**src/rtl/rca_share_arbiter_if.sv**
```systemverilog
// Bus between the two requesters, the shared-adder arbiter and the shared ripple-carry adder.
// Optional: define RCA_OVF_EN to add the registered two's-complement overflow flag ovf.
interface rca_share_arbiter_if #(
    parameter int WIDTH = 64
);
    logic             req0;
    logic [WIDTH-1:0] a0;
    logic [WIDTH-1:0] b0;
    logic             c_in0;
    logic             req1;
    logic [WIDTH-1:0] a1;
    logic [WIDTH-1:0] b1;
    logic             c_in1;
    logic [WIDTH-1:0] add_a;
    logic [WIDTH-1:0] add_b;
    logic             add_c_in;
    logic [WIDTH-1:0] add_sum;
    logic             add_c_out;
    logic [WIDTH-1:0] sum;
    logic             c_out;
    logic             done0;
    logic             done1;
    logic             busy;
`ifdef RCA_OVF_EN
    logic             ovf;
`endif

    // Environment side: requesters plus the adder's result outputs.
    modport master (
        output req0, a0, b0, c_in0, req1, a1, b1, c_in1, add_sum, add_c_out,
`ifdef RCA_OVF_EN
        input  ovf,
`endif
        input  add_a, add_b, add_c_in, sum, c_out, done0, done1, busy
    );

    modport slave (
        input  req0, a0, b0, c_in0, req1, a1, b1, c_in1, add_sum, add_c_out,
`ifdef RCA_OVF_EN
        output ovf,
`endif
        output add_a, add_b, add_c_in, sum, c_out, done0, done1, busy
    );
endinterface

```
**src/rtl/rca_share_arbiter.sv**
```systemverilog
// Round-robin sequencer sharing one multicycle ripple-carry adder between two requesters.
// Optional: define RCA_OVF_EN to add a registered two's-complement overflow flag (bus.ovf).
module rca_share_arbiter #(
    parameter int WIDTH         = 64,
    parameter int SETTLE_CYCLES = 2
) (
    input  logic                clk,
    input  logic                rst,
    rca_share_arbiter_if.slave  bus
);
    localparam int               CNT_W    = 4;
    localparam logic [CNT_W-1:0] CNT_LAST = CNT_W'(SETTLE_CYCLES - 1);

    typedef enum logic [1:0] {
        IDLE   = 2'd0,
        SETTLE = 2'd1,
        DONE   = 2'd2
    } state_t;

    state_t           state;
    state_t           state_nxt;
    logic [CNT_W-1:0] cnt;
    logic             grant_id;
    logic             last_grant;
    logic             win_id;
    logic             any_req;
    logic             cnt_last;
    logic             busy_c;
    logic [WIDTH-1:0] op_a_p0;
    logic [WIDTH-1:0] op_b_p0;
    logic             op_c_p0;
    logic [WIDTH-1:0] sum_p1;
    logic             c_out_p1;
    logic             done0_p1;
    logic             done1_p1;
`ifdef RCA_OVF_EN
    logic             ovf_p1;

    function automatic logic ovf_of(input logic [WIDTH-1:0] a,
                                    input logic [WIDTH-1:0] b,
                                    input logic [WIDTH-1:0] s);
        return (a[WIDTH-1] == b[WIDTH-1]) && (s[WIDTH-1] != a[WIDTH-1]);
    endfunction
`endif

    assign any_req  = bus.req0 | bus.req1;
    // On a tie the requester that was not served last wins; otherwise the lone requester.
    assign win_id   = (bus.req0 & bus.req1) ? ~last_grant : bus.req1;
    assign cnt_last = (cnt == CNT_LAST);

    always_ff @(posedge clk or posedge rst) begin
        if (rst) state <= IDLE;
        else     state <= state_nxt;
    end

    always_comb begin
        state_nxt = state;
        case (state)
            IDLE:    if (any_req)  state_nxt = SETTLE;
            SETTLE:  if (cnt_last) state_nxt = DONE;
            DONE:    state_nxt = IDLE;
            default: state_nxt = IDLE;
        endcase
    end

    always_comb begin
        busy_c = 1'b0;
        case (state)
            SETTLE, DONE: busy_c = 1'b1;
            default:      busy_c = 1'b0;
        endcase
    end

    // Stage p0: operands latched at the grant edge; stage p1: result captured after settling.
    always_ff @(posedge clk or posedge rst) begin
        if (rst) begin
            cnt        <= '0;
            grant_id   <= 1'b0;
            last_grant <= 1'b1;
            op_a_p0    <= '0;
            op_b_p0    <= '0;
            op_c_p0    <= 1'b0;
            sum_p1     <= '0;
            c_out_p1   <= 1'b0;
            done0_p1   <= 1'b0;
            done1_p1   <= 1'b0;
`ifdef RCA_OVF_EN
            ovf_p1     <= 1'b0;
`endif
        end else begin
            done0_p1 <= 1'b0;
            done1_p1 <= 1'b0;
            case (state)
                IDLE: begin
                    if (any_req) begin
                        op_a_p0    <= win_id ? bus.a1    : bus.a0;
                        op_b_p0    <= win_id ? bus.b1    : bus.b0;
                        op_c_p0    <= win_id ? bus.c_in1 : bus.c_in0;
                        grant_id   <= win_id;
                        last_grant <= win_id;
                        cnt        <= '0;
                    end
                end
                SETTLE: begin
                    if (cnt_last) begin
                        sum_p1   <= bus.add_sum;
                        c_out_p1 <= bus.add_c_out;
                        done0_p1 <= ~grant_id;
                        done1_p1 <= grant_id;
`ifdef RCA_OVF_EN
                        ovf_p1   <= ovf_of(op_a_p0, op_b_p0, bus.add_sum);
`endif
                    end else begin
                        cnt <= cnt + 1'b1;
                    end
                end
                default: ;
            endcase
        end
    end

    assign bus.add_a    = op_a_p0;
    assign bus.add_b    = op_b_p0;
    assign bus.add_c_in = op_c_p0;
    assign bus.sum      = sum_p1;
    assign bus.c_out    = c_out_p1;
    assign bus.done0    = done0_p1;
    assign bus.done1    = done1_p1;
    assign bus.busy     = busy_c;
`ifdef RCA_OVF_EN
    assign bus.ovf      = ovf_p1;
`endif
endmodule

```
**src/flat_wrapper.sv**
```systemverilog
// flat-port wrapper written by rule: the top's interface ports become plain ports
module rca_share_arbiter_flat 
#(
    parameter int WIDTH         = 64,
    parameter int SETTLE_CYCLES = 2
)
  (clk, rst, bus_req0, bus_a0, bus_b0, bus_c_in0, bus_req1, bus_a1, bus_b1, bus_c_in1, bus_add_sum, bus_add_c_out, bus_add_a, bus_add_b, bus_add_c_in, bus_sum, bus_c_out, bus_done0, bus_done1, bus_busy);
  rca_share_arbiter_if #(.WIDTH(WIDTH)) bus_i ();
  input  logic clk;
  input  logic rst;
  input wire logic [$bits(bus_i.req0)-1:0] bus_req0;
  input wire logic [$bits(bus_i.a0)-1:0] bus_a0;
  input wire logic [$bits(bus_i.b0)-1:0] bus_b0;
  input wire logic [$bits(bus_i.c_in0)-1:0] bus_c_in0;
  input wire logic [$bits(bus_i.req1)-1:0] bus_req1;
  input wire logic [$bits(bus_i.a1)-1:0] bus_a1;
  input wire logic [$bits(bus_i.b1)-1:0] bus_b1;
  input wire logic [$bits(bus_i.c_in1)-1:0] bus_c_in1;
  input wire logic [$bits(bus_i.add_sum)-1:0] bus_add_sum;
  input wire logic [$bits(bus_i.add_c_out)-1:0] bus_add_c_out;
  output wire logic [$bits(bus_i.add_a)-1:0] bus_add_a;
  output wire logic [$bits(bus_i.add_b)-1:0] bus_add_b;
  output wire logic [$bits(bus_i.add_c_in)-1:0] bus_add_c_in;
  output wire logic [$bits(bus_i.sum)-1:0] bus_sum;
  output wire logic [$bits(bus_i.c_out)-1:0] bus_c_out;
  output wire logic [$bits(bus_i.done0)-1:0] bus_done0;
  output wire logic [$bits(bus_i.done1)-1:0] bus_done1;
  output wire logic [$bits(bus_i.busy)-1:0] bus_busy;
  assign bus_i.req0 = bus_req0;
  assign bus_i.a0 = bus_a0;
  assign bus_i.b0 = bus_b0;
  assign bus_i.c_in0 = bus_c_in0;
  assign bus_i.req1 = bus_req1;
  assign bus_i.a1 = bus_a1;
  assign bus_i.b1 = bus_b1;
  assign bus_i.c_in1 = bus_c_in1;
  assign bus_i.add_sum = bus_add_sum;
  assign bus_i.add_c_out = bus_add_c_out;
  assign bus_add_a = bus_i.add_a;
  assign bus_add_b = bus_i.add_b;
  assign bus_add_c_in = bus_i.add_c_in;
  assign bus_sum = bus_i.sum;
  assign bus_c_out = bus_i.c_out;
  assign bus_done0 = bus_i.done0;
  assign bus_done1 = bus_i.done1;
  assign bus_busy = bus_i.busy;
  rca_share_arbiter #(.WIDTH(WIDTH), .SETTLE_CYCLES(SETTLE_CYCLES)) u_core (.clk(clk), .rst(rst), .bus(bus_i));
endmodule
```
**config.mk**
```make
export PLATFORM = sky130hd
export DESIGN_NAME = rca_share_arbiter_flat
export DESIGN_NICKNAME = d
export VERILOG_FILES = /design/src/rtl/rca_share_arbiter_if.sv /design/src/rtl/rca_share_arbiter.sv /design/src/flat_wrapper.sv
export SDC_FILE = /design/constraint.sdc
export NUM_CORES = 1
export LEC_CHECK = 0
export BUFFER_PORTS_ARGS = -buffer_cell sky130_fd_sc_hd__buf_2
export CAP_MARGIN = 20
export CORE_AREA = 2 2 206 208
export CTS_CLUSTER_SIZE = 30
export DETAILED_ROUTE_END_ITERATION = 10
export DIE_AREA = 0 0 208 210
export GPL_TIMING_DRIVEN = 0
export SLEW_MARGIN = 5
export SYNTH_ARGS = -nofsm -noshare
export SYNTH_HDL_FRONTEND = slang
export SYNTH_SLANG_ARGS = --single-unit
export TNS_END_PERCENT = 30
```
**constraint.sdc**
```tcl
create_clock -name clk -period 6.1 [get_ports clk]
set_clock_uncertainty 0.15 [all_clocks]
set_input_delay 0.915 -clock clk [delete_from_list [all_inputs] [get_ports clk]]
set_output_delay 0.915 -clock clk [all_outputs]
set_load 0.1 [all_outputs]
```
Word-level counts from Yosys, hierarchy flattened --
Index checks and enable logic that the tools add are counted.
Operators by class: $add $sub $neg 1, equal/unequal tests 6, muxes and demuxes 15, bitwise gates (word level) 4, reductions and logical operators 7
Operators by type and width (count):
- $mux W64 | 2
- $mux W4 | 2
- $pmux W4 S2 | 1
- $mux W1 | 7
- $reduce_and A2 Y1 | 3
- $add A4 B1 Y4 const B | 1
- $eq A4 B1 Y1 const B | 1
- $mux W2 | 2
- $ne A2 B1 Y1 const B | 2
- $pmux W2 S2 | 1
- $reduce_and A3 Y1 | 1
- $eq A2 B1 Y1 const B | 1
- $eq A2 B2 Y1 const B | 1
- $logic_not A2 Y1 | 1
- $ne A2 B2 Y1 const B | 1
- $not A1 Y1 | 2
- $reduce_bool A2 Y1 | 1
- $reduce_or A2 Y1 | 1
- $and A1 B1 Y1 | 1
- $or A1 B1 Y1 | 1
Storage, ports and cells: bits in registers 204, bits of input ports 327, output and inout bits 197, logic and storage cells 44

Logic depth before layout (Yosys ltp) --
Gate-level depths: netlist of the first run.
word-level depth 3, mapped depth 8

Worst setup path after synthesis of the first run --
No wires, ideal clock.
path kind register -> output, start reg u_core.state[0], end out bus_busy, arrival 1235 ps, data required time 5035 ps, path slack 3800 ps, cell stages (with the launch flop) 3, buffers on the path 0, cells stage by stage dfrtp_1 inv_1 ha_1
On the way: cells in the longest elaborated chain, start to end 3, elaborated cells on any way between the ends 4, those cells by class 2 x eq/ne; 1 x mux; 1 x reduce/logical
Ends and longest elaborated chain:
- start, declared | line rca_share_arbiter.sv:20 | state_t state;
- start signal, assigned | line rca_share_arbiter.sv:53 | else state <= state_nxt;
- $eq A2 B1 Y1 or $eq A2 B2 Y1 (tied branches) | line rca_share_arbiter.sv:68 | case (state)
- $reduce_or A2 Y1 * | line rca_share_arbiter.sv:68
- $mux W1 * | line rca_share_arbiter.sv:68
- end, declared | line flat_wrapper.sv:28 | output wire logic [$bits(bus_i.busy)-1:0] bus_busy;
Every way passes the cells marked *; elsewhere a longest branch is shown, timed or not.

Worst setup path in the final report of the first run --
Same ends and word-level chain as after synthesis.

==> reports/results.ini, run 1 <==
[logic_synthesis]
syn_inst = 754
avgSynthCellArea_sq_um = 12.04
synth_fp_nets = 1086
yosysSeqAreaShare_pct = 56.23
synth_cell_type_count = 32
yosys_warnings = 0
ys_ff_latch = 204
syn_area_sq_um = 9081

[global_route]
grt_pass1_vias = 8235
grt-ovfl-total = 0
grt_pass1_wl_um = 46950
track_usage_pct = 13.74
grt_max_degree = 42
antenna_found_initial = 2

[placement]
gp_congestion = 0.8430
hpwlAfterDp_um = 24810
dp_cells = 1822
postPlaceCellArea_sq_um = 12490
numPortBuffers = 523

[sta]
post-route-min-period_ns = 2.729
max_freq_mhz = 366.4
slew_headroom_pct = 53.60
finalCritPeriodShare_pct = 44.74
fin_setup_tns_ns = 0
rsz0062_at_grt = false
tightestPinTransition_ns = 0.6914
drv_slew = 0
finalHoldViolCount = 0
setup_violations = 0

[cells_and_area]
final_common_cell = buf_2
layout_common_cells = buf_2, dfrtp_1, o21ai_0, nand2_1, mux2i_1
fin_area_sq_um = 13300
finalNonFillerCells = 1863
num_antenna_cells = 0
area_delta_synth_final_pct = 46.50
fin_nets = 1641
layout-drive-gt1-share_pct = 50.98

[floorplan]
rows = 75
die_h_um = 210
dieArea_sq_um = 43680
ioPinCount = 524
initial_core_util_pct = 21.89
core_area_sq_um = 41480
die_x_um = 208

[setup_path]
path_cells = inv_1 -> ha_1 -> buf_2
cp-end-kind = output port
path_max_fanout = 3
crit_arrival_ns = 1.66
cp_data_required_time_ns = 5.03
crit_path_start_kind = flip-flop
critPathKind = flip-flop to output port
critPathSlowestCell = buf_2
reg2regPathDepth = 8
reg2reg_slack_ns = 3.67
cpPeakStageDelay_ns = 0.43

[clock_tree]
cts-htree-levels = 1
cts_sinks = 204
cts_buffer_depth = 3
cts_tree = yes
path_clk_slew_ns = 0.06
cts_setup_buffers = 0
cts_hold_buf = 0
numCtsBuffers = 24
cts_root_buf = clkbuf_16
cts.repair.resized = 0
clkLatencyLatePin_ns = 0.53

[worst_hold_path]
min_path_type = input port to asynchronous set/reset pin

[outcome]
status = completed

[route]
drt-initial-drc-count = 284
via_per_inst = 4.217
wl_per_cell_um = 16.71
vias = 7857
remaining_drc_errors = 0
ant_nets = 0
first_pass_iters = 4
wl_um = 31140

[job]
cap_violations = 0

==> final timing paths <==
check                                 from              endpoint
setup / recovery           u_core.state[0]              bus_busy
hold / removal                         rst    u_core.bus.sum[63]
setup reg to reg           u_core.state[0]  u_core.bus.add_b[47]
hold reg to reg            u_core.grant_id      u_core.bus.done0
max in group asynchronous              rst  u_core.bus.add_b[26]
min in group clk           u_core.grant_id      u_core.bus.done0
==> cells in the mapped netlist <==
library cell,instances,area [sq um]
nor3b_4,1,18.77
or4b_2,1,10.01
o21a_1,1,7.510
mux2_4,39,585.6
nand3b_1,1,7.510
ha_1,5,62.56
buf_4,17,127.6
nand2_1,132,495.5
buf_12,5,100.1
o211ai_1,1,7.510
mux2_2,27,304.0
nor3b_1,1,7.510
nand3_1,6,30.03
a21bo_2,1,10.01
clkbuf_1,16,60.06
dfrtp_1,203,5080
inv_1,5,18.77
nor4b_1,1,8.760
and2_4,1,8.760
nor2b_1,1,6.260
o21ai_1,1,5.000
a31oi_1,1,6.260
buf_2,14,70.07
nand2b_1,1,6.260
and3_1,1,6.260
mux2i_1,129,1291
or3b_2,1,8.760
a21oi_1,2,10.01
dfstp_2,1,26.28
o21ai_0,135,675.7
nor2_1,1,3.750
or4_1,2,15.01
==> routing by layer <==
metal	part of all wire, %	vias up	wire, um	GRT usage (%)
met5	0.093	-	29	0
met4	1.9	4	588	3.693
met3	7.4	45	2319	3.203
met2	49	337	15370	24.25
met1	41	3749	12830	16.80
li1	-	3722	-	-
==> sequential cells by signal (all words and copies together) (netlist names) <==
name	flops
u_core.bus.sum	64
u_core.bus.c_out	1
u_core.bus.add_c_in	1
u_core.state	2
u_core.bus.done1	1
u_core.last_grant	1
u_core.cnt	4
u_core.bus.done0	1
u_core.bus.add_a	64
u_core.grant_id	1
u_core.bus.add_b	64
==> through the flow <==
stage	util (%)	hold WS (ns)	setup WS, ns
floorplan	-	0.2667	2.392
CTS	32.08	0.2549	3.323
detailed placement	30.11	0.2930	3.017
finish	32.08	0.2777	3.371
global placement	29.84	0.2847	1.065
global route	32.08	0.2728	3.296
==> cells by family (layout without fill, tap and decap cells) <==
family	count (synthesis)	after routing	share of synthesized area [%]
AO/OA/AOI/OAI	142	142	7.950
adder cells (fa/ha/maj)	5	5	0.6889
buffers and inverters	57	627	4.147
flip-flops	204	204	56.23
multiplexers	195	195	24.01
AND/OR/NAND/NOR	151	151	6.972
==> cell type report <==
type	count	area (sq um)
buffer	52	357.8
clock buffer	36	737.0
clock inverter	5	78.83
fill	4308	28170
inverter	5	22.52
multi-input combinational	493	3598
sequential	204	5106
tap	539	674.4
timing repair buffer	529	2729
==> worst max-delay path: cells and delay by family (launching register included) <==
family	cells	cell delay, ns
adders and majority gates	1	0.27
buffers and inverters	2	0.50
DFF	1	0.37
Power of run 1 is not shown: default switching activity piles up to over one toggle a cycle in this logic, so the estimate is an artifact.
==> inputs of run 2 (changes only) <==
CORE_AREA = 2 2 202 204   (was 2 2 206 208)
DIE_AREA = 0 0 204 206   (was 0 0 208 210)
clock period = 2.81 ns   (was 6.1 ns; I/O delays follow)
==> reports/results.ini, run 2 (same netlist as run 1, synthesis figures left out) <==
[route]
ant_nets = 0  ; unchanged
vias = 8080  ; was 7,857
via_per_inst = 4.211  ; was 4.217
remaining_drc_errors = 0  ; unchanged
wl_um = 31800  ; was 31,140 um
first_pass_iters = 4  ; unchanged
wl_per_cell_um = 16.57  ; was 16.71 um
drt-initial-drc-count = 218  ; was 284

[cells_and_area]
final_common_cell = buf_2  ; unchanged
num_antenna_cells = 0  ; unchanged
fin_nets = 1705  ; was 1,641
area_delta_synth_final_pct = 53.11  ; was 46.50%
layout-drive-gt1-share_pct = 48.59  ; was 50.98%
layout_common_cells = buf_2, dfrtp_1, o21ai_0, nand2_1, mux2i_1  ; unchanged
fin_area_sq_um = 13900  ; was 13,300 sq um

[global_route]
antenna_found_initial = 1  ; was 2
grt_max_degree = 39  ; was 42
grt-ovfl-total = 0  ; unchanged
track_usage_pct = 14.30  ; was 13.74%
grt_pass1_vias = 8161  ; was 8,235
grt_pass1_wl_um = 46550  ; was 46,950 um

[sta]
tightestPinTransition_ns = 0.8778  ; was 0.6914 ns
rsz0062_at_grt = false  ; unchanged
post-route-min-period_ns = 2.530
max_freq_mhz = 395.3
setup_violations = 0  ; unchanged
finalHoldViolCount = 0  ; unchanged
finalCritPeriodShare_pct = 90.02
slew_headroom_pct = 41.35  ; was 53.60%
drv_slew = 0  ; unchanged

[clock_tree]
cts_sinks = 204  ; unchanged
path_clk_slew_ns = 0.06  ; about the same
cts_tree = yes  ; unchanged
cts_root_buf = clkbuf_16  ; unchanged
cts.repair.resized = 0  ; unchanged
cts-htree-levels = 1  ; unchanged
cts_buffer_depth = 3  ; unchanged
clkLatencyLatePin_ns = 0.51  ; was 0.53 ns
numCtsBuffers = 23  ; was 24

[setup_path]
path_max_fanout = 10  ; was 3
reg2regPathDepth = 8  ; unchanged
cp_data_required_time_ns = 3.08  ; was 5.03 ns
cp-end-kind = flip-flop  ; was output port
crit_arrival_ns = 2.80  ; was 1.66 ns
critPathKind = input port to flip-flop  ; was flip-flop to output port
crit_path_start_kind = input port  ; was flip-flop

[worst_hold_path]
whs_path_depth = 2
min_path_type = input port to flip-flop  ; was input port to asynchronous set/reset pin

[floorplan]
rows = 74  ; was 75
initial_core_util_pct = 22.60  ; was 21.89%
die_x_um = 204  ; was 208 um
core_area_sq_um = 40180  ; was 41,480 sq um
die_h_um = 206  ; was 210 um
dieArea_sq_um = 42020  ; was 43,680 sq um
ioPinCount = 524  ; unchanged

[outcome]
status = completed  ; unchanged

[job]
cap_violations = 0  ; unchanged

[placement]
hpwlAfterDp_um = 24420  ; was 24,810 um
numPortBuffers = 523  ; unchanged
postPlaceCellArea_sq_um = 12470  ; was 12,490 sq um
gp_congestion = 0.8238  ; was 0.8430

run 2: path summary, 6_finish.rpt:
check,slack (ns),startpoint,end
min reg2reg,0.30,u_core.grant_id,u_core.bus.done0
max,0.28,bus_req0,u_core.bus.add_a[12]
max in group asynchronous,0.82,rst,u_core.bus.add_b[8]
max reg2reg,0.42,u_core.state[0],u_core.bus.add_a[12]
min in group asynchronous,0.50,rst,u_core.bus.sum[9]
min,0.03,bus_add_sum[4],u_core.bus.sum[4]
run 2: per-layer routing:
metal,up-vias,track usage [%],part of all wire [%]
li1,3848,-,-
met1,3837,17.42,40
met2,339,24.87,49
met3,56,2.838,7.3
met4,0,5.590,3.1
met5,-,0,0
run 2: final cells by class:
cell class,count,area [sq um]
Fill cell,4008,26280
Sequential cell,204,5106
Multi-Input combinational cell,493,3602
Timing Repair Buffer,594,3378
Clock buffer,34,696.9
Tap cell,532,665.6
Buffer,52,357.8
Clock inverter,5,75.07
Inverter,5,22.52
run 2: repair_timing:
item	CTS	global route
hold endpoints to repair	99	0
hold buffers	66	0
setup buffers	0	0
run 2: stage by stage:
step                worst slack [ns]  cells  hold slack, ns  TNS (ns)  util (%)
global route                 0.08572   1919         0.02318         0     34.60
detailed placement            0.1362   1814          0.2920         0     31.04
finish                        0.2803   1919         0.02510         0     34.60
CTS                           0.1073   1919        0.002311         0     34.60
global placement              -1.701   1809          0.2858   -361.21     30.78
floorplan                    -0.4050    754          0.2667    -82.21         -
run 2: critical path, stage by stage:
cell and delay, ns:
dlygate4sd3_1 0.53, buf_2 0.15, o21ai_2 0.54, buf_4 0.34
buf_4 0.30, buf_2 0.34, nand2_1 0.09, o21ai_0 0.08
Power of run 2 is left out for the same reason.
